===== src/rtl/knn_query_scheduler_if.sv =====
// Query and result valid/ready streams of the kNN query scheduler.
// The slave modport is the scheduler's view; master is the producer/consumer side.
interface knn_query_scheduler_if #(
  parameter int unsigned TAG_W = 4
) ();
  logic             s_valid;
  logic             s_ready;
  logic [63:0]      s_vector;
  logic [TAG_W-1:0] s_tag;
  logic             m_valid;
  logic             m_ready;
  logic [3:0]       m_class;
  logic [19:0]      m_top5;
  logic [TAG_W-1:0] m_tag;

  modport master (
    output s_valid, s_vector, s_tag, m_ready,
    input  s_ready, m_valid, m_class, m_top5, m_tag
  );

  modport slave (
    input  s_valid, s_vector, s_tag, m_ready,
    output s_ready, m_valid, m_class, m_top5, m_tag
  );
endinterface


===== src/rtl/knn_query_scheduler.sv =====
// Buffers tagged queries, sequences the start/done-less kNN core with a reset pulse and a
// fixed-latency counter, and returns the captured classes on a result stream.
module knn_query_scheduler #(
  parameter int unsigned FIFO_DEPTH = 4,
  parameter int unsigned LATENCY    = 158,
  parameter int unsigned TAG_W      = 4,
  parameter int unsigned CNT_W      = 16
) (
  input  logic                 clk,
  input  logic                 rst_n,
  knn_query_scheduler_if.slave bus,
  output logic                 core_rst_n,
  output logic [63:0]          core_vector,
  input  logic [19:0]          core_top5,
  input  logic [3:0]           core_class,
  output logic                 busy,
  output logic [CNT_W-1:0]     query_count
);

  localparam int unsigned PtrW = $clog2(FIFO_DEPTH);
  localparam int unsigned LatW = $clog2(LATENCY + 1);

  typedef enum logic [1:0] {StIdle, StLoad, StRun, StWaitOut} state_e;

  logic [TAG_W+63:0] r_mem [FIFO_DEPTH];
  logic [PtrW-1:0]   r_wr_ptr;
  logic [PtrW-1:0]   r_rd_ptr;
  logic [PtrW:0]     r_count;
  state_e            r_state;
  state_e            w_state_next;
  logic [LatW-1:0]   r_lat_cnt;
  logic              r_core_rst_n;
  logic [63:0]       r_core_vector;
  logic [TAG_W-1:0]  r_tag;
  logic              r_m_valid;
  logic [3:0]        r_m_class;
  logic [19:0]       r_m_top5;
  logic [TAG_W-1:0]  r_m_tag;
  logic [CNT_W-1:0]  r_query_count;

  logic              w_push;
  logic              w_pop;
  logic              w_empty;
  logic              w_slot_free;
  logic              w_capture;
  logic              w_handshake;
  logic [TAG_W+63:0] w_head;

  assign w_empty     = (r_count == '0);
  assign bus.s_ready = (r_count != (PtrW + 1)'(FIFO_DEPTH));
  assign w_push      = bus.s_valid & bus.s_ready;
  assign w_pop       = (r_state == StIdle) & ~w_empty;
  assign w_head      = r_mem[r_rd_ptr];
  assign w_handshake = r_m_valid & bus.m_ready;
  assign w_slot_free = ~r_m_valid | bus.m_ready;

  // Storage needs no reset: the pointers and count define which entries are live.
  always_ff @(posedge clk) begin
    if (w_push) begin
      r_mem[r_wr_ptr] <= {bus.s_tag, bus.s_vector};
    end
  end

  always_ff @(posedge clk) begin
    if (!rst_n) begin
      r_wr_ptr <= '0;
      r_rd_ptr <= '0;
      r_count  <= '0;
    end else begin
      if (w_push) r_wr_ptr <= r_wr_ptr + PtrW'(1);
      if (w_pop)  r_rd_ptr <= r_rd_ptr + PtrW'(1);
      case ({w_push, w_pop})
        2'b10:   r_count <= r_count + (PtrW + 1)'(1);
        2'b01:   r_count <= r_count - (PtrW + 1)'(1);
        default: r_count <= r_count;
      endcase
    end
  end

  always_comb begin
    w_state_next = r_state;
    w_capture    = 1'b0;
    case (r_state)
      StIdle: begin
        if (!w_empty) w_state_next = StLoad;
      end
      StLoad: begin
        w_state_next = StRun;
      end
      StRun: begin
        if (r_lat_cnt == LatW'(LATENCY - 1)) begin
          if (w_slot_free) begin
            w_capture    = 1'b1;
            w_state_next = StIdle;
          end else begin
            w_state_next = StWaitOut;
          end
        end
      end
      StWaitOut: begin
        if (w_slot_free) begin
          w_capture    = 1'b1;
          w_state_next = StIdle;
        end
      end
      default: w_state_next = StIdle;
    endcase
  end

  // Core stays out of reset while its result is pending so its outputs remain stable.
  always_ff @(posedge clk) begin
    if (!rst_n) begin
      r_state       <= StIdle;
      r_lat_cnt     <= '0;
      r_core_rst_n  <= 1'b0;
      r_core_vector <= '0;
      r_tag         <= '0;
    end else begin
      r_state      <= w_state_next;
      r_core_rst_n <= (w_state_next == StRun) | (w_state_next == StWaitOut);
      if (r_state == StLoad) begin
        r_lat_cnt <= '0;
      end else if (r_state == StRun) begin
        r_lat_cnt <= r_lat_cnt + LatW'(1);
      end
      if (w_pop) begin
        r_core_vector <= w_head[63:0];
        r_tag         <= w_head[TAG_W+63:64];
      end
    end
  end

  always_ff @(posedge clk) begin
    if (!rst_n) begin
      r_m_valid     <= 1'b0;
      r_m_class     <= '0;
      r_m_top5      <= '0;
      r_m_tag       <= '0;
      r_query_count <= '0;
    end else begin
      if (w_capture) begin
        r_m_valid <= 1'b1;
        r_m_class <= core_class;
        r_m_top5  <= core_top5;
        r_m_tag   <= r_tag;
      end else if (w_handshake) begin
        r_m_valid <= 1'b0;
      end
      if (w_handshake) r_query_count <= r_query_count + CNT_W'(1);
    end
  end

  assign bus.m_valid = r_m_valid;
  assign bus.m_class = r_m_class;
  assign bus.m_top5  = r_m_top5;
  assign bus.m_tag   = r_m_tag;
  assign core_rst_n  = r_core_rst_n;
  assign core_vector = r_core_vector;
  assign busy        = (r_state != StIdle);
  assign query_count = r_query_count;

endmodule


===== src/flat_wrapper.sv =====
// flat-port wrapper written by rule: the top's interface ports become plain ports
module knn_query_scheduler_flat 
#(
  parameter int unsigned FIFO_DEPTH = 4,
  parameter int unsigned LATENCY    = 158,
  parameter int unsigned TAG_W      = 4,
  parameter int unsigned CNT_W      = 16
)
  (clk, rst_n, core_rst_n, core_vector, core_top5, core_class, busy, query_count, bus_s_valid, bus_s_vector, bus_s_tag, bus_m_ready, bus_s_ready, bus_m_valid, bus_m_class, bus_m_top5, bus_m_tag);
  knn_query_scheduler_if #(.TAG_W(TAG_W)) bus_i ();
  input  logic clk;
  input  logic rst_n;
  output logic core_rst_n;
  output logic [63:0] core_vector;
  input  logic [19:0] core_top5;
  input  logic [3:0] core_class;
  output logic busy;
  output logic [CNT_W-1:0] query_count;
  input wire logic [$bits(bus_i.s_valid)-1:0] bus_s_valid;
  input wire logic [$bits(bus_i.s_vector)-1:0] bus_s_vector;
  input wire logic [$bits(bus_i.s_tag)-1:0] bus_s_tag;
  input wire logic [$bits(bus_i.m_ready)-1:0] bus_m_ready;
  output wire logic [$bits(bus_i.s_ready)-1:0] bus_s_ready;
  output wire logic [$bits(bus_i.m_valid)-1:0] bus_m_valid;
  output wire logic [$bits(bus_i.m_class)-1:0] bus_m_class;
  output wire logic [$bits(bus_i.m_top5)-1:0] bus_m_top5;
  output wire logic [$bits(bus_i.m_tag)-1:0] bus_m_tag;
  assign bus_i.s_valid = bus_s_valid;
  assign bus_i.s_vector = bus_s_vector;
  assign bus_i.s_tag = bus_s_tag;
  assign bus_i.m_ready = bus_m_ready;
  assign bus_s_ready = bus_i.s_ready;
  assign bus_m_valid = bus_i.m_valid;
  assign bus_m_class = bus_i.m_class;
  assign bus_m_top5 = bus_i.m_top5;
  assign bus_m_tag = bus_i.m_tag;
  knn_query_scheduler #(.FIFO_DEPTH(FIFO_DEPTH), .LATENCY(LATENCY), .TAG_W(TAG_W), .CNT_W(CNT_W)) u_core (.clk(clk), .rst_n(rst_n), .bus(bus_i), .core_rst_n(core_rst_n), .core_vector(core_vector), .core_top5(core_top5), .core_class(core_class), .busy(busy), .query_count(query_count));
endmodule

===== config.mk =====
export PLATFORM = sky130hd
export DESIGN_NAME = knn_query_scheduler_flat
export DESIGN_NICKNAME = d
export VERILOG_FILES = /design/src/rtl/knn_query_scheduler_if.sv /design/src/rtl/knn_query_scheduler.sv /design/src/flat_wrapper.sv
export SDC_FILE = /design/constraint.sdc
export NUM_CORES = 1
export LEC_CHECK = 0
export ABC_CLOCK_PERIOD_IN_PS = 8650
export CAP_MARGIN = 20
export CORE_MARGIN = 2
export CORE_UTILIZATION = 40
export DETAILED_ROUTE_END_ITERATION = 16
export PLACE_DENSITY = 0.73
export SLEW_MARGIN = 20
export SYNTH_ARGS = -nofsm -noshare
export SYNTH_HDL_FRONTEND = slang
export SYNTH_SLANG_ARGS = --single-unit
export TNS_END_PERCENT = 5

===== constraint.sdc =====
create_clock -name clk -period 8.65 [get_ports clk]
set_input_delay 2.595 -clock clk [delete_from_list [all_inputs] [get_ports clk]]
set_output_delay 2.595 -clock clk [all_outputs]
set_load 0.03 [all_outputs]

# After elaboration in Yosys (flattened, before gate mapping)

Memories as Yosys holds them, arrays and structs flattened. A register that Yosys moved wholly into a read port is not among the register bits.
Cells that the tools add are included.

Bits in writable memories: 272
Flip-flop bits (word level): 63
Word-level logic and storage cells: 55
Memories kept: 1
Bits of input ports: 96

Bitwise logic cells: 8
Mux-type cells: 13
Reductions and logical operators: 7
$add $sub $neg: 6
Equality and inequality tests: 9

Memories:

| memory       | depth | width | read ports | clocked after Yosys merged registers in | wr ports | line                      | RTL |
|---|---|---|---|---|---|---|---|
| u_core.r_mem | 4     | 68    | 1          | 1                                       | 1        | knn_query_scheduler.sv:25 | `logic [TAG_W+63:0] r_mem [FIFO_DEPTH];` |

Operators by type and width:

| operator                                                               | count |
|---|---|
| 16-bit by 1-bit adder with 16-bit output (second input constant)       | 1 |
| 2-bit equality test (second input constant)                            | 5 |
| 8-bit by 1-bit adder with 8-bit output (second input constant)         | 1 |
| 8-bit equality test (second input constant)                            | 1 |
| 2-bit 2-to-1 mux                                                       | 4 |
| 2-bit case mux with 4 select lines                                     | 1 |
| 1-bit 2-to-1 mux                                                       | 6 |
| 3-bit case mux with 2 select lines                                     | 1 |
| 2-bit nonzero test                                                     | 3 |
| 2-bit by 1-bit adder with 2-bit output (second input constant)         | 2 |
| 2-bit by 1-bit equality test with 1-bit output (second input constant) | 2 |
| 3-bit by 1-bit adder with 3-bit output (second input constant)         | 1 |
| 1-bit AND                                                              | 3 |
| 3-bit zero test                                                        | 1 |
| 3-bit inequality test (second input constant)                          | 1 |
| 1-bit NOT                                                              | 3 |
| 3-bit by 1-bit subtractor with 3-bit output (second input constant)    | 1 |
| 2-bit zero test                                                        | 1 |
| 1-bit OR                                                               | 2 |
| 1-bit case mux with 2 select lines                                     | 1 |
| 2-bit OR reduction                                                     | 1 |
| 1-bit zero test                                                        | 1 |

# Longest topological paths before layout

Gate-level depths: netlist of the first run.

Depth after elaboration: 7
Depth in mapped cells: 12
Depth with buffers taken out: 9

# Worst setup path before layout of the first run

OpenSTA, ideal clock, no wires.

Path kind: input-to-reg
From: input port bus_s_valid
To: memory u_core.r_mem[0][0] (netlist bit) (enable)
Stages: 1
Data required time: 8.216 ns
Path slack: 3.987 ns
Arrival: 4.229 ns
Cell sequence: and3_1

Word-level cells in the longest chain between the ends: 3

Ends and longest elaborated chain:

| element                                | line                      | RTL |
|---|---|---|
| start: declaration                     | flat_wrapper.sv:19        | `input wire logic [$bits(bus_i.s_valid)-1:0] bus_s_valid;` |
| 1-bit AND                              | knn_query_scheduler.sv:51 | `assign w_push = bus.s_valid & bus.s_ready;` |
| 1-bit 2-to-1 mux                       | knn_query_scheduler.sv:59 | `if (w_push) begin` |
| 1-bit 2-to-1 mux (not written as such) | knn_query_scheduler.sv:60 | `r_mem[r_wr_ptr] <= {bus.s_tag, bus.s_vector};` |
| end: declaration                       | knn_query_scheduler.sv:25 |  |

No other way between the ends.

# Worst setup path after layout of the first run

From: register u_core.r_count[0]
To: output port bus_s_ready

Word-level cells in the longest chain between the ends: 1

Ends and longest elaborated chain:

| element                  | line                      | RTL |
|---|---|---|
| start: declaration       | knn_query_scheduler.sv:28 | `logic [PtrW:0] r_count;` |
| start signal: assignment | knn_query_scheduler.sv:73 | `2'b10: r_count <= r_count + (PtrW + 1)'(1);` |
| start signal: assignment | knn_query_scheduler.sv:74 | `2'b01: r_count <= r_count - (PtrW + 1)'(1);` |
| start signal: assignment | knn_query_scheduler.sv:75 | `default: r_count <= r_count;` |
| 3-bit inequality test    | knn_query_scheduler.sv:50 | `assign bus.s_ready = (r_count != (PtrW + 1)'(FIFO_DEPTH));` |
| end: declaration         | flat_wrapper.sv:23        | `output wire logic [$bits(bus_i.s_ready)-1:0] bus_s_ready;` |

No other way between the ends.

==> results by group, run 1 <==
Clock network
  – Worst-skew pair later-pin latency: between 500 and 600 ps
  – Clk root buf: clkbuf_16
  – # hold bufs at CTS: 0
  – Reg clk slew, reported paths: 60 ps
  – Clock sink count: 403
  – H-tree lvl count: 2
  – PostCTS Resize Cnt: 0
  – Worst-case clock buffer depth: 3
  – Num CTS Buffers: 43
  – CTS tree: yes
  – Post CTS Setup Buffer Count: 0

Timing
  – Slew @ Worst Pin: between 1000 and 1500 ps
  – TNS Setup: 0 ps
  – Final hold violation count: 0
  – Crit path time final: 4570 ps
  – Fin. max-slew vios: 0
  – Clock Skew: about 14 ps
  – Fmax: 219 MHz
  – Period utilization: ~53%
  – RSZ-0062 raised after global routing: false
  – Final setup viols: 0
  – Rel. slew slack: 26.7%

Worst setup path
  – CP Launch Type: flop
  – CP endpoint kind: output port
  – Max stage delay on crit path: between 600 and 700 ps
  – Worst path slowest cell: clkdlybuf4s50_1
  – Crit-path max FO: 6
  – Crit-path cells: or3b_1, clkdlybuf4s50_1
  – Crit path required time: 6060 ps
  – CP Data Arrival Time: approximately 2000 ps
  – Critical path type: flop to output port

Route
  – Routed WL: a little over 30000 um
  – Routed length per instance: 18.1 um
  – Routed vias/inst: around 5
  – Vias: between 8000 and 9000
  – Drt drc: 0
  – Detail Route Antenna Nets: 0
  – DRT Pass-1 Iters: 4
  – DRT iter0 DRCs: 353

GRT
  – GRT overflow: 0
  – Largest net degree at the start of global routing: 94
  – Via count of the first global-routing pass: 8650
  – First-pass GRT wire length: 48000 um
  – Met3 Usage GRT: 4.12%
  – Initial antenna violation count: 2
  – Busiest grt layer: met2
  – Gr usage total: roughly 16%
  – Met2 usage: 26.6%
  – Met1 global-route usage: 20.6%

Worst hold path
  – Worst Hold Class: flop to flop

Placement
  – Port bufs: around 210
  – Dpl hpwl: 17500 um
  – Dpl cells: 1601
  – GP Congestion: 0.772

Power
  – Clock network fraction of total power: 31.1%
  – Seq pwr share: 41.7%
  – Internal Power: 4220 uW
  – Peak VDD IR: 204 uV
  – Pwr per Cell Area: 322 nW/um^2
  – P_sw: 1870 uW
  – Switching fraction of total power: 30.8%
  – Combinational Power Share: 27.2%
  – Lkg Pwr: 0.00640 uW

Synth
  – Synth Instances: ~970
  – Post-synthesis cell type count: 40
  – Async S/R FF share, synth: 0%
  – Register area share after synthesis: between 70% and 80%
  – Yosys warning count: 0
  – Post-Syn Area: 15000 um^2
  – Post-Syn Nets: 1073
  – Predominant post-synthesis flop cell: edfxtp_1
  – EDFF count, synth: 272
  – #FFs+latches synth: approximately 400
  – Synthesized area per cell: about 16 um^2

Die
  – Site row count: 71
  – Core ar.: 37300 um^2
  – Die Ht: between 150 and 200 um
  – Ports: 208
  – Initial core utilization: between 40% and 50%
  – Total Die Area: just under 40000 um^2
  – Die Wd: 198 um

Final layout
  – Commonest non-fill, non-tap cell in the layout: edfxtp_1
  – Non-Filler Instances: 1681
  – Nets: 1277
  – Layout fillers: around 3100
  – Area added between synthesis and finish: 26.0%
  – Footprint of the multi-input gates: 3860 um^2
  – Most frequent cells in the layout: 272 x edfxtp_1, 206 x clkdlybuf4s50_1, 199 x nand2_1
  – Layout cells sized above 1: 14.7%
  – Reg area: approximately 11000 um^2

Status
  – Status: complete, no violations

Run
  – Max_cap viols: 0
==> final cells by class <==
class                      instances  area share [%]
clock inverter                    17            1.08
clock buffer                      62            6.82
timing repair buffer             213            11.2
multi-input combinational        497            20.4
sequential                       403            57.0
inverter                          14           0.370
antenna                            1          0.0132
tap                              474            3.13
==> path summary, 6_finish.rpt <==
check                          from                     end  slack, ps  cells past startpoint
min          u_core.core_vector[19]  u_core.core_vector[19]        450                      2
min reg2reg  u_core.core_vector[19]  u_core.core_vector[19]        450                      2
max               u_core.r_count[0]             bus_s_ready       4080                      2
max reg2reg       u_core.r_count[0]       u_core.r_count[2]       5270                      9
==> metrics by stage <==
step / hold slack [ps] / setup WS, ps / power, uW / util [%] / instance area [um^2]
floorplan: 435 / 3990 / 3750 / - / 15000
global placement: 443 / 4000 / 4250 / 46.7 / 17400
detailed placement: 449 / 3970 / 4270 / 46.7 / 17400
CTS: 457 / 4040 / 6180 / 50.7 / 18900
global route: 471 / 4000 / 6390 / 50.8 / 18900
finish: 453 / 4080 / 6090 / 50.8 / 18900
==> per-layer routing <==
metal,routed length [um],vias to the layer above
met1,13300,4171
li1,-,3969
met4,559,2
met2,14700,209
met3,1860,49
met5,13,-
==> registers in the layout, summed over array words and instances, names as in the netlist, 4 cells and up <==
signal,cells
u_core.r_mem,272
u_core.core_vector,64
u_core.r_tag,4
u_core.bus.m_class,4
u_core.bus.m_tag,4
u_core.query_count,16
u_core.bus.m_top5,20
u_core.r_lat_cnt,8
==> cells in the mapped netlist, types with 12 or more instances <==
cell type / count / area, um^2
a21oi_1: 70 / 350
buf_2: 14 / 70.1
buf_6: 16 / 180
clkbuf_1: 23 / 86.3
dfxtp_1: 131 / 2620
edfxtp_1: 272 / 8170
inv_1: 13 / 48.8
mux2i_1: 29 / 290
mux4_2: 68 / 1530
nand2_1: 199 / 747
nor2_1: 26 / 97.6
xnor2_1: 12 / 105
==> worst max-delay path: cells and delay by family (launching register included) <==
| family | cells | cell delay, ps |
|---|---|---|
| flops | 1 | 340 |
| buf+inv | 1 | 630 |
| simple gates | 1 | 480 |
==> power by group through the flow <==
stage / sequential (uW) / clock [uW] / combinational, uW
after floorplan: 2750 / 0 / 1010
after global placement: 2580 / 0 / 1670
after detailed placement: 2590 / 0 / 1690
after CTS: 2550 / 1940 / 1700
after global routing: 2580 / 2000 / 1810
final: 2540 / 1890 / 1650
==> kinds of logic after synthesis <==
logic type,after synthesis,share of synthesized area (%)
AOI/OAI and AO/OA,87,3.19
DFF,403,71.8
adders and majority gates,9,0.799
xor gates and xnor gates,22,1.28
and+or+nand+nor,282,8.14
buffers and inverters,68,2.72
muxes,97,12.1
(Power assumes the default switching activity.)
==> run 2: changes to the inputs <==
--- a/config.mk
+++ b/config.mk
@@ -5,12 +5,12 @@
 export SDC_FILE = /design/constraint.sdc
 export NUM_CORES = 1
 export LEC_CHECK = 0
-export ABC_CLOCK_PERIOD_IN_PS = 8650
+export ABC_CLOCK_PERIOD_IN_PS = 3700
 export CAP_MARGIN = 20
 export CORE_MARGIN = 2
 export CORE_UTILIZATION = 40
 export DETAILED_ROUTE_END_ITERATION = 16
-export PLACE_DENSITY = 0.73
+export PLACE_DENSITY = 0.76
 export SLEW_MARGIN = 20
 export SYNTH_ARGS = -nofsm -noshare
 export SYNTH_HDL_FRONTEND = slang
==> constraint.sdc (replaced) <==
create_clock -name clk -period 3.7 [get_ports clk]
set_input_delay 1.11 -clock clk [delete_from_list [all_inputs] [get_ports clk]]
set_output_delay 1.11 -clock clk [all_outputs]
set_load 0.03 [all_outputs]
==> results by group, run 2 (same netlist as run 1, synthesis figures left out) <==
Power
  – Peak VDD IR: 469 uV (was 204 uV)
  – Lkg Pwr: 0.00637 uW (was 0.00640 uW)
  – Pwr per Cell Area: 739 nW/um^2 (was 322 nW/um^2)

Placement
  – Dpl hpwl: 18300 um (was 17500 um)
  – GP Congestion: 0.779 (was 0.772)
  – Dpl cells: 1609 (was 1601)
  – Pre-CTS setup slack: 484 ps (was 3970 ps)
  – Port bufs: 207 (unchanged)

Run
  – Max_cap viols: 0 (unchanged)

Worst setup path
  – CP Launch Type: flop (unchanged)
  – Crit-path cells: or3b_1, clkdlybuf4s50_1 (unchanged)
  – Crit path required time: 2590 ps (was 6060 ps)
  – CP endpoint kind: output port (unchanged)
  – Worst path slowest cell: clkdlybuf4s50_1 (unchanged)
  – R2R setup slack: 980 ps (was 5270 ps)
  – CP delay by family, top: buffers and inverters (unchanged)
  – Crit-path max FO: 6 (unchanged)
  – Critical path type: flop to output port (unchanged)
  – CP Buf/Inv Count: 1 (unchanged)
  – CP Data Arrival Time: 2020 ps (was 1980 ps)
  – Max stage delay on crit path: 640 ps (was 630 ps)

Clock network
  – Worst-skew pair later-pin latency: 560 ps (was 540 ps)
  – Reg clk slew, reported paths: 60 ps (about the same)
  – # hold bufs at CTS: 0 (unchanged)
  – CTS tree: yes (unchanged)
  – Worst-case clock buffer depth: 3 (unchanged)
  – H-tree lvl count: 2 (unchanged)
  – Post CTS Setup Buffer Count: 0 (unchanged)
  – Num CTS Buffers: 42 (was 43)
  – Clk root buf: clkbuf_16 (unchanged)
  – Clock sink count: 403 (unchanged)
  – PostCTS Resize Cnt: 0 (unchanged)

Timing
  – Period utilization: between 80% and 90%
  – Clock Skew: 17.9 ps (was 14.4 ps)
  – WHS: 452 ps (was 453 ps)
  – RSZ-0062 raised after global routing: false (unchanged)
  – Fin. max-slew vios: 0 (unchanged)
  – TNS Setup: 0 ps (unchanged)
  – Final hold violation count: 0 (unchanged)
  – Rel. slew slack: 26.8% (was 26.7%)
  – Crit path time final: 3130 ps
  – Fmax: 319 MHz
  – Final setup viols: 0 (unchanged)
  – Final WS setup: 569 ps (was 4080 ps)
  – Slew @ Worst Pin: 1100 ps (about the same)

Status
  – Status: complete, no violations (unchanged)

Die
  – Core ar.: 37300 um^2 (unchanged)
  – Die Wd: 198 um (unchanged)
  – Site row count: 71 (unchanged)
  – Total Die Area: 39200 um^2 (unchanged)
  – Ports: 208 (unchanged)
  – Initial core utilization: 40.3% (unchanged)
  – Die Ht: 198 um (unchanged)

Final layout
  – Area added between synthesis and finish: 25.7% (was 26.0%)
  – Nets: 1284 (was 1277)
  – Largest register FFs: 272 (unchanged)
  – Layout cells sized above 1: 14.5% (was 14.7%)
  – Most frequent cells in the layout: 272 x edfxtp_1, 206 x clkdlybuf4s50_1, 199 x nand2_1 (unchanged)
  – Non-Filler Instances: 1688 (was 1681)
  – Biggest register: u_core.r_mem (unchanged)
  – Commonest non-fill, non-tap cell in the layout: edfxtp_1 (unchanged)

Route
  – Routed WL: 31200 um (was 30500 um)
  – Detail Route Antenna Nets: 0 (unchanged)
  – Vias: 8494 (was 8400)
  – Routed length per instance: 18.5 um (was 18.1 um)
  – DRT Pass-1 Iters: 5 (was 4)
  – DRT iter0 DRCs: 435 (was 353)
  – Drt drc: 0 (unchanged)
  – Routed vias/inst: 5.03 (was 5.00)

Worst hold path
  – Worst Hold Class: flop to flop (unchanged)

GRT
  – First-pass GRT wire length: 48400 um (was 48000 um)
  – Initial antenna violation count: 4 (was 2)
  – Gr usage total: 16.0% (was 15.9%)
  – Largest net degree at the start of global routing: 72 (was 94)
  – Via count of the first global-routing pass: 8725 (was 8650)
  – GRT overflow: 0 (unchanged)
==> run 2: tightest hold or removal path, delay by kind of cell (launching register included) <==
kind	cells	cell delay (ps)
AOI/OAI and AO/OA	1	50
and+or+nand+nor	1	50
DFF	1	300
==> run 2: final timing paths <==
kind,from,to,cells past startpoint
worst min register to register,u_core.core_vector[44],u_core.core_vector[44],2
worst min-delay path,u_core.core_vector[44],u_core.core_vector[44],2
worst max register to register,u_core.r_state[1],u_core.r_count[2],9
worst max-delay path,u_core.r_count[2],bus_s_ready,2
==> run 2: report_power, final <==
part	switching, uW	total [uW]	internal, uW	leakage [uW]
Sequential	456	5960	5510	0.00356
Combinational	2260	3920	1670	0.00214
Clock	1700	4100	2390	0.000665
==> run 2: cell type report <==
type	count	area [um^2]
diodes	2	5.00
clock buffers	60	1190
clock inverters	17	158
fillers	3140	18400
inverters	14	67.6
multi-input cells	497	3860
flip-flops and latches	403	10800
well taps	474	593
repair buffers	221	2230
==> run 2: routing by layer <==
metal,global-route usage [%],vias up,part of all wire (%)
li1,-,3979,-
met1,21.5,4236,45
met2,26.0,225,47
met3,3.78,52,5.8
met4,5.10,2,2.2
met5,0,-,0.051
==> run 2: metrics by stage <==
stage / util [%] / area [um^2] / power [uW]
final: 50.7 / 18900 / 14000
after global routing: 50.7 / 18900 / 14700
after CTS: 50.7 / 18900 / 14200
after detailed placement: 47.1 / 17600 / 10100
after global placement: 47.1 / 17600 / 9980
after floorplan: - / 15000 / 8780
==> patch 1: new RTL, flow settings as in run 2 <==
Reset style: asynchronous (`rst_n`), changed in 3 clocked blocks.
--- a/src/rtl/knn_query_scheduler.sv
+++ b/src/rtl/knn_query_scheduler.sv
@@ -63,3 +63,3 @@
 
-  always_ff @(posedge clk) begin
+  always_ff @(posedge clk or negedge rst_n) begin
     if (!rst_n) begin
@@ -110,3 +110,3 @@
   // Core stays out of reset while its result is pending so its outputs remain stable.
-  always_ff @(posedge clk) begin
+  always_ff @(posedge clk or negedge rst_n) begin
     if (!rst_n) begin
@@ -132,3 +132,3 @@
 
-  always_ff @(posedge clk) begin
+  always_ff @(posedge clk or negedge rst_n) begin
     if (!rst_n) begin
Behaviour: differs if rst_n is asserted again (counterexample within 4 cycles, from zero or initial values and one cycle with rst_n low); with rst_n held inactive, the same outputs for 10 cycles.
==> patch 1 against run 2 <==
  * Non-clock buffer count grew 5
  * Synthesized area grew 2.9%
  * Routed wire length shrank 0.93%
  * Worst setup slack lost 0.12 ns
  * Global-route usage shrank 0.31 points
  * Utilization grew 0.75 points
  * Cell area grew 4.4%
  * Sequential cell count is the same
  * Count of clock-buffer cells in the layout grew 1
  * Synthesized cell count shrank 15%
Power is not compared: it rests on default switching activity, and its combinational part moved more than twofold at a synthesized area within 25%.
==> patch 1: results (changes against run 2) <==
{
  "outcome": {"value": "completed", "change": "unchanged"},
  "grtUsageMet1": {"value": 20.7, "unit": "%", "change": "was 21.5%"},
  "synth_cell_type_count": {"value": 37, "change": "was 40"},
  "timing.max_slew.rel_slack": {"value": 28.6, "unit": "%", "change": "was 26.8%"},
  "first_pass_grt_wire_length": {"value": 49200, "unit": "um", "change": "was 48400 um"},
  "final_layout_size_suffix_gt1_share": {"value": 21.5, "unit": "%", "change": "was 14.5%"},
  "timing.reg2reg.setup_slack": {"value": 1.33, "unit": "ns", "change": "was 0.98 ns"},
  "worst_setup_path_startpoint": {"value": "u_core.r_state[1]", "change": "was u_core.r_count[2]"},
  "arrival_worst_endpoint": {"value": 2.14, "unit": "ns", "change": "was 2.02 ns"},
  "via_count": {"value": 8168, "change": "was 8494"},
  "antenna_cells": {"value": 1, "change": "was 2"},
  "buffers_excl_clock": {"value": 226, "change": "was 221"},
  "first_pass_drt_iterations": {"value": 4, "change": "was 5"},
  "timing.rr.start": {"value": "u_core.r_state[0]", "change": "was u_core.r_state[1]"},
  "maximum_number_of_pins_on_one_net_before_global_route_repair": {"value": 71, "change": "was 72"},
  "multiInputGateArea": {"value": 0.00382, "unit": "sq mm", "change": "was 0.00386 sq mm"},
  "ys_seq_area_share": {"value": 74.0, "unit": "%", "change": "was 71.8%"},
  "synth_xor_area_share": {"value": 1.36, "unit": "%", "change": "was 1.28%"},
  "final-nonclk-buf-share": {"value": 11.8, "unit": "%", "change": "about the same"},
  "nNonClkInverters": {"value": 15, "change": "was 14"},
  "antenna_found_initial": {"value": 1, "change": "was 4"},
  "grt_usage": {"value": 15.7, "unit": "%", "change": "was 16.0%"},
  "beginning_of_the_worst_hold_path": {"value": "u_core.query_count[15]", "change": "was u_core.core_vector[44]"},
  "detail_route.iter0.violations": {"value": 397, "change": "was 435"},
  "finalWeightedCongestion": {"value": 0.786, "change": "was 0.779"},
  "synthArstFlopShare": {"value": 32.5, "unit": "%", "change": "was 0%"},
  "clock-skew-final": {"value": 0.0136, "unit": "ns", "change": "was 0.0179 ns"},
  "synthMuxAreaShare": {"value": 15.3, "unit": "%", "change": "was 12.1%"},
  "globalRouteMet2Util": {"value": 25.7, "unit": "%", "change": "was 26.0%"},
  "dr_wl_met3": {"value": 2310, "unit": "um", "change": "was 1800 um"},
  "preCtsSetupSlack": {"value": 0.724, "unit": "ns", "change": "was 0.484 ns"},
  "synth_fp_nets": {"value": 936, "change": "was 1073"},
  "dp.final_hpwl": {"value": 18500, "unit": "um", "change": "was 18300 um"},
  "synth_compound_area_share": {"value": 2.22, "unit": "%", "change": "was 3.19%"},
  "synth.top_cells.by_count": {"value": "edfxtp_1, dfrtp_1, mux2_2, nand2_1, mux4_2", "change": "was edfxtp_1, nand2_1, dfxtp_1, a21oi_1, mux4_2"},
  "area_share_clock_buf_inv": {"value": 7.20, "unit": "%", "change": "was 7.13%"}
}
## patch 1: changes by cell type after synthesis, sizes merged, moves of 28 or more
cell and change:
dfrtp +131, nand2b +29, mux2 +72, dfxtp -131, a21oi -74, o221ai +28
nand2 -137
## patch 1: stage by stage
stage | hold WS [ns] | util, % | area (sq um)
2_1_floorplan | 0.464 | - | 15500
3_3_place_gp | 0.463 | 47.7 | 18300
3_5_place_dp | 0.469 | 47.7 | 18300
4_1_cts | 0.477 | 51.4 | 19700
5_1_grt | 0.515 | 51.4 | 19700
6_report | 0.468 | 51.4 | 19700
## patch 1: worst register-to-register path: cells and delay by family, from the launching register on
kind / cells / cell delay [ns]
buffers and inverters: 4 / 0.75
DFF: 1 / 0.41
AOI/OAI and AO/OA: 1 / 0.17
and+or+nand+nor: 2 / 0.64
adders and majority gates: 1 / 0.25
==> patch 2: new RTL, flow settings as in run 2 <==
Without the edit above. `FIFO_DEPTH` is set to 4 in 2 places; all go to 8.
--- a/src/rtl/knn_query_scheduler.sv
+++ b/src/rtl/knn_query_scheduler.sv
@@ -3,3 +3,3 @@
 module knn_query_scheduler #(
-  parameter int unsigned FIFO_DEPTH = 4,
+  parameter int unsigned FIFO_DEPTH = 8,
   parameter int unsigned LATENCY    = 158,
--- a/src/flat_wrapper.sv
+++ b/src/flat_wrapper.sv
@@ -3,3 +3,3 @@
 #(
-  parameter int unsigned FIFO_DEPTH = 4,
+  parameter int unsigned FIFO_DEPTH = 8,
   parameter int unsigned LATENCY    = 158,
Function: changed (a bounded check fails within 10 cycles, from zero or initial values and one cycle with rst_n low).
==> patch 2 against run 2 <==
  * Synthesized area is 67% higher
  * Global-route usage is 1.0 points higher
  * Routed wire length is 76% higher
  * Sequential cell count is 275 higher
  * Count of clock-buffer cells in the layout is 41 higher
  * Utilization is 1.2 points lower
  * Via count is 56% higher
  * Power is 50% higher
  * Worst setup slack worse by 0.39 ns
  * Sequential power is 55% higher
  * Die area is 65% higher
  * Cell area is 62% higher
  * Final cell count is 47% higher
==> patch 2: results (changes against run 2) <==
{
  "outcome": {"value": "completed", "change": "unchanged"},
  "detail_route.iter0.violations": {"value": 1241, "change": "was 435"},
  "worst_setup_path_startpoint": {"value": "u_core.r_count[0]", "change": "was u_core.r_count[2]"},
  "n_fill_cell": {"value": 4880, "change": "was 3140"},
  "insertion_delay": {"value": 0.60, "unit": "ns", "change": "was 0.56 ns"},
  "ys_seq_area_share": {"value": 75.8, "unit": "%", "change": "was 71.8%"},
  "first_pass_grt_wire_length": {"value": 82800, "unit": "um", "change": "was 48400 um"},
  "largest_register_ff_count": {"value": 544, "change": "was 272"},
  "via_count": {"value": 13238, "change": "was 8494"},
  "drt-wirelength-per-cell": {"value": 22.2, "unit": "um", "change": "was 18.5 um"},
  "synth_cell_type_count": {"value": 44, "change": "was 40"},
  "antenna_found_initial": {"value": 8, "change": "was 4"},
  "synthTopCellsByArea": {"value": "edfxtp_1, mux4_2, dfxtp_1", "change": "was edfxtp_1, dfxtp_1, mux4_2"},
  "htreeDepth": {"value": 3, "change": "was 2"},
  "synthMuxAreaShare": {"value": 13.5, "unit": "%", "change": "was 12.1%"},
  "grt_usage": {"value": 17.1, "unit": "%", "change": "was 16.0%"},
  "finish.utilization": {"value": 49.5, "unit": "%", "change": "was 50.7%"},
  "tritoncts_buffer_count": {"value": 69, "change": "was 42"},
  "adder_cell_fraction_of_synth_area": {"value": 0.399, "unit": "%", "change": "was 0.799%"},
  "num-nets-final": {"value": 1689, "change": "was 1284"},
  "synth_edf_count": {"value": 544, "change": "was 272"},
  "timing.max_slew.rel_slack": {"value": 33.6, "unit": "%", "change": "was 26.8%"},
  "maximum_number_of_pins_on_one_net_before_global_route_repair": {"value": 73, "change": "was 72"},
  "finalWeightedCongestion": {"value": 0.775, "change": "was 0.779"},
  "first_global_vias": {"value": 13906, "change": "was 8725"},
  "switching_share": {"value": 28.5, "unit": "%", "change": "was 31.6%"},
  "final_layout_size_suffix_gt1_share": {"value": 17.9, "unit": "%", "change": "was 14.5%"},
  "synth.top_cells.by_count": {"value": "edfxtp_1, mux4_2, dfxtp_1, nor2_1, nand2_1", "change": "was edfxtp_1, nand2_1, dfxtp_1, a21oi_1, mux4_2"},
  "dp.final_hpwl": {"value": 31500, "unit": "um", "change": "was 18300 um"},
  "beginning_of_the_worst_hold_path": {"value": "u_core.bus.m_tag[1]", "change": "was u_core.core_vector[44]"},
  "clock-skew-final": {"value": 0.0169, "unit": "ns", "change": "was 0.0179 ns"}
}
## patch 2: changes by cell type after synthesis, sizes merged, moves of 63 or more
cell    before  now
nor2        26  102
mux4        68  136
o21ai        6   77
o22ai        0   69
nand2      207   72
edfxtp     272  544
a21oi       78   15
## patch 2: metal layers
metal	vias to the layer above	track usage (%)	routed length [um]
met1	6769	21.5	22300
met5	-	0	78
li1	5852	-	-
met3	95	4.61	4280
met2	508	28.8	27200
met4	14	5.19	1170
## patch 2: path summary, 6_finish.rpt
kind                                             to  slack [ns]
worst max-delay path                    bus_s_ready        0.18
worst min-delay path            u_core.bus.m_tag[1]        0.46
worst max register to register    u_core.r_count[2]        0.76
worst min register to register  u_core.bus.m_tag[1]        0.46
## patch 2: kinds of logic (layout without fill, tap and decap cells)
kind of cell	Yosys count	count (layout)
other	0	1
buffers and inverters	83	368
DFF	678	678
xor gates and xnor gates	21	21
and+or+nand+nor	232	232
adders and majority gates	8	8
muxes	168	168
AOI/OAI and AO/OA	166	166
## patch 2: stage by stage
stage               TNS [ns]  setup WS (ns)  power, W  cells
floorplan            -254.00         -0.932    0.0125   1356
global placement           0          0.445    0.0139   2351
detailed placement         0          0.464    0.0141   2351
CTS                        0          0.146    0.0212   2478
global route               0          0.128    0.0218   2479
finish                     0          0.179    0.0210   2479
## patch 2: final cells by class
class | instances | share of cell area (%)
inverters | 7 | 0.0859
repair buffers | 234 | 7.92
clock buffers | 101 | 6.63
diodes | 1 | 0.00818
flip-flops and latches | 678 | 62.2
well taps | 837 | 3.42
clock inverters | 26 | 1.03
multi-input cells | 595 | 18.7
## patch 2: worst max-delay path, cell delays in order, from the launching register on
cell,delay [ns]
dfxtp_1,0.37
or4b_2,0.77
clkdlybuf4s50_1,0.68
## patch 2: power groups by stage
stage                     Sequential, W  Combinational [W]  Clock [W]
final                           0.00921            0.00468    0.00708
after global routing            0.00928            0.00501    0.00752
after CTS                       0.00922            0.00474    0.00723
after detailed placement        0.00937            0.00470          0
after global placement          0.00933            0.00461          0
after floorplan                 0.00973            0.00277          0
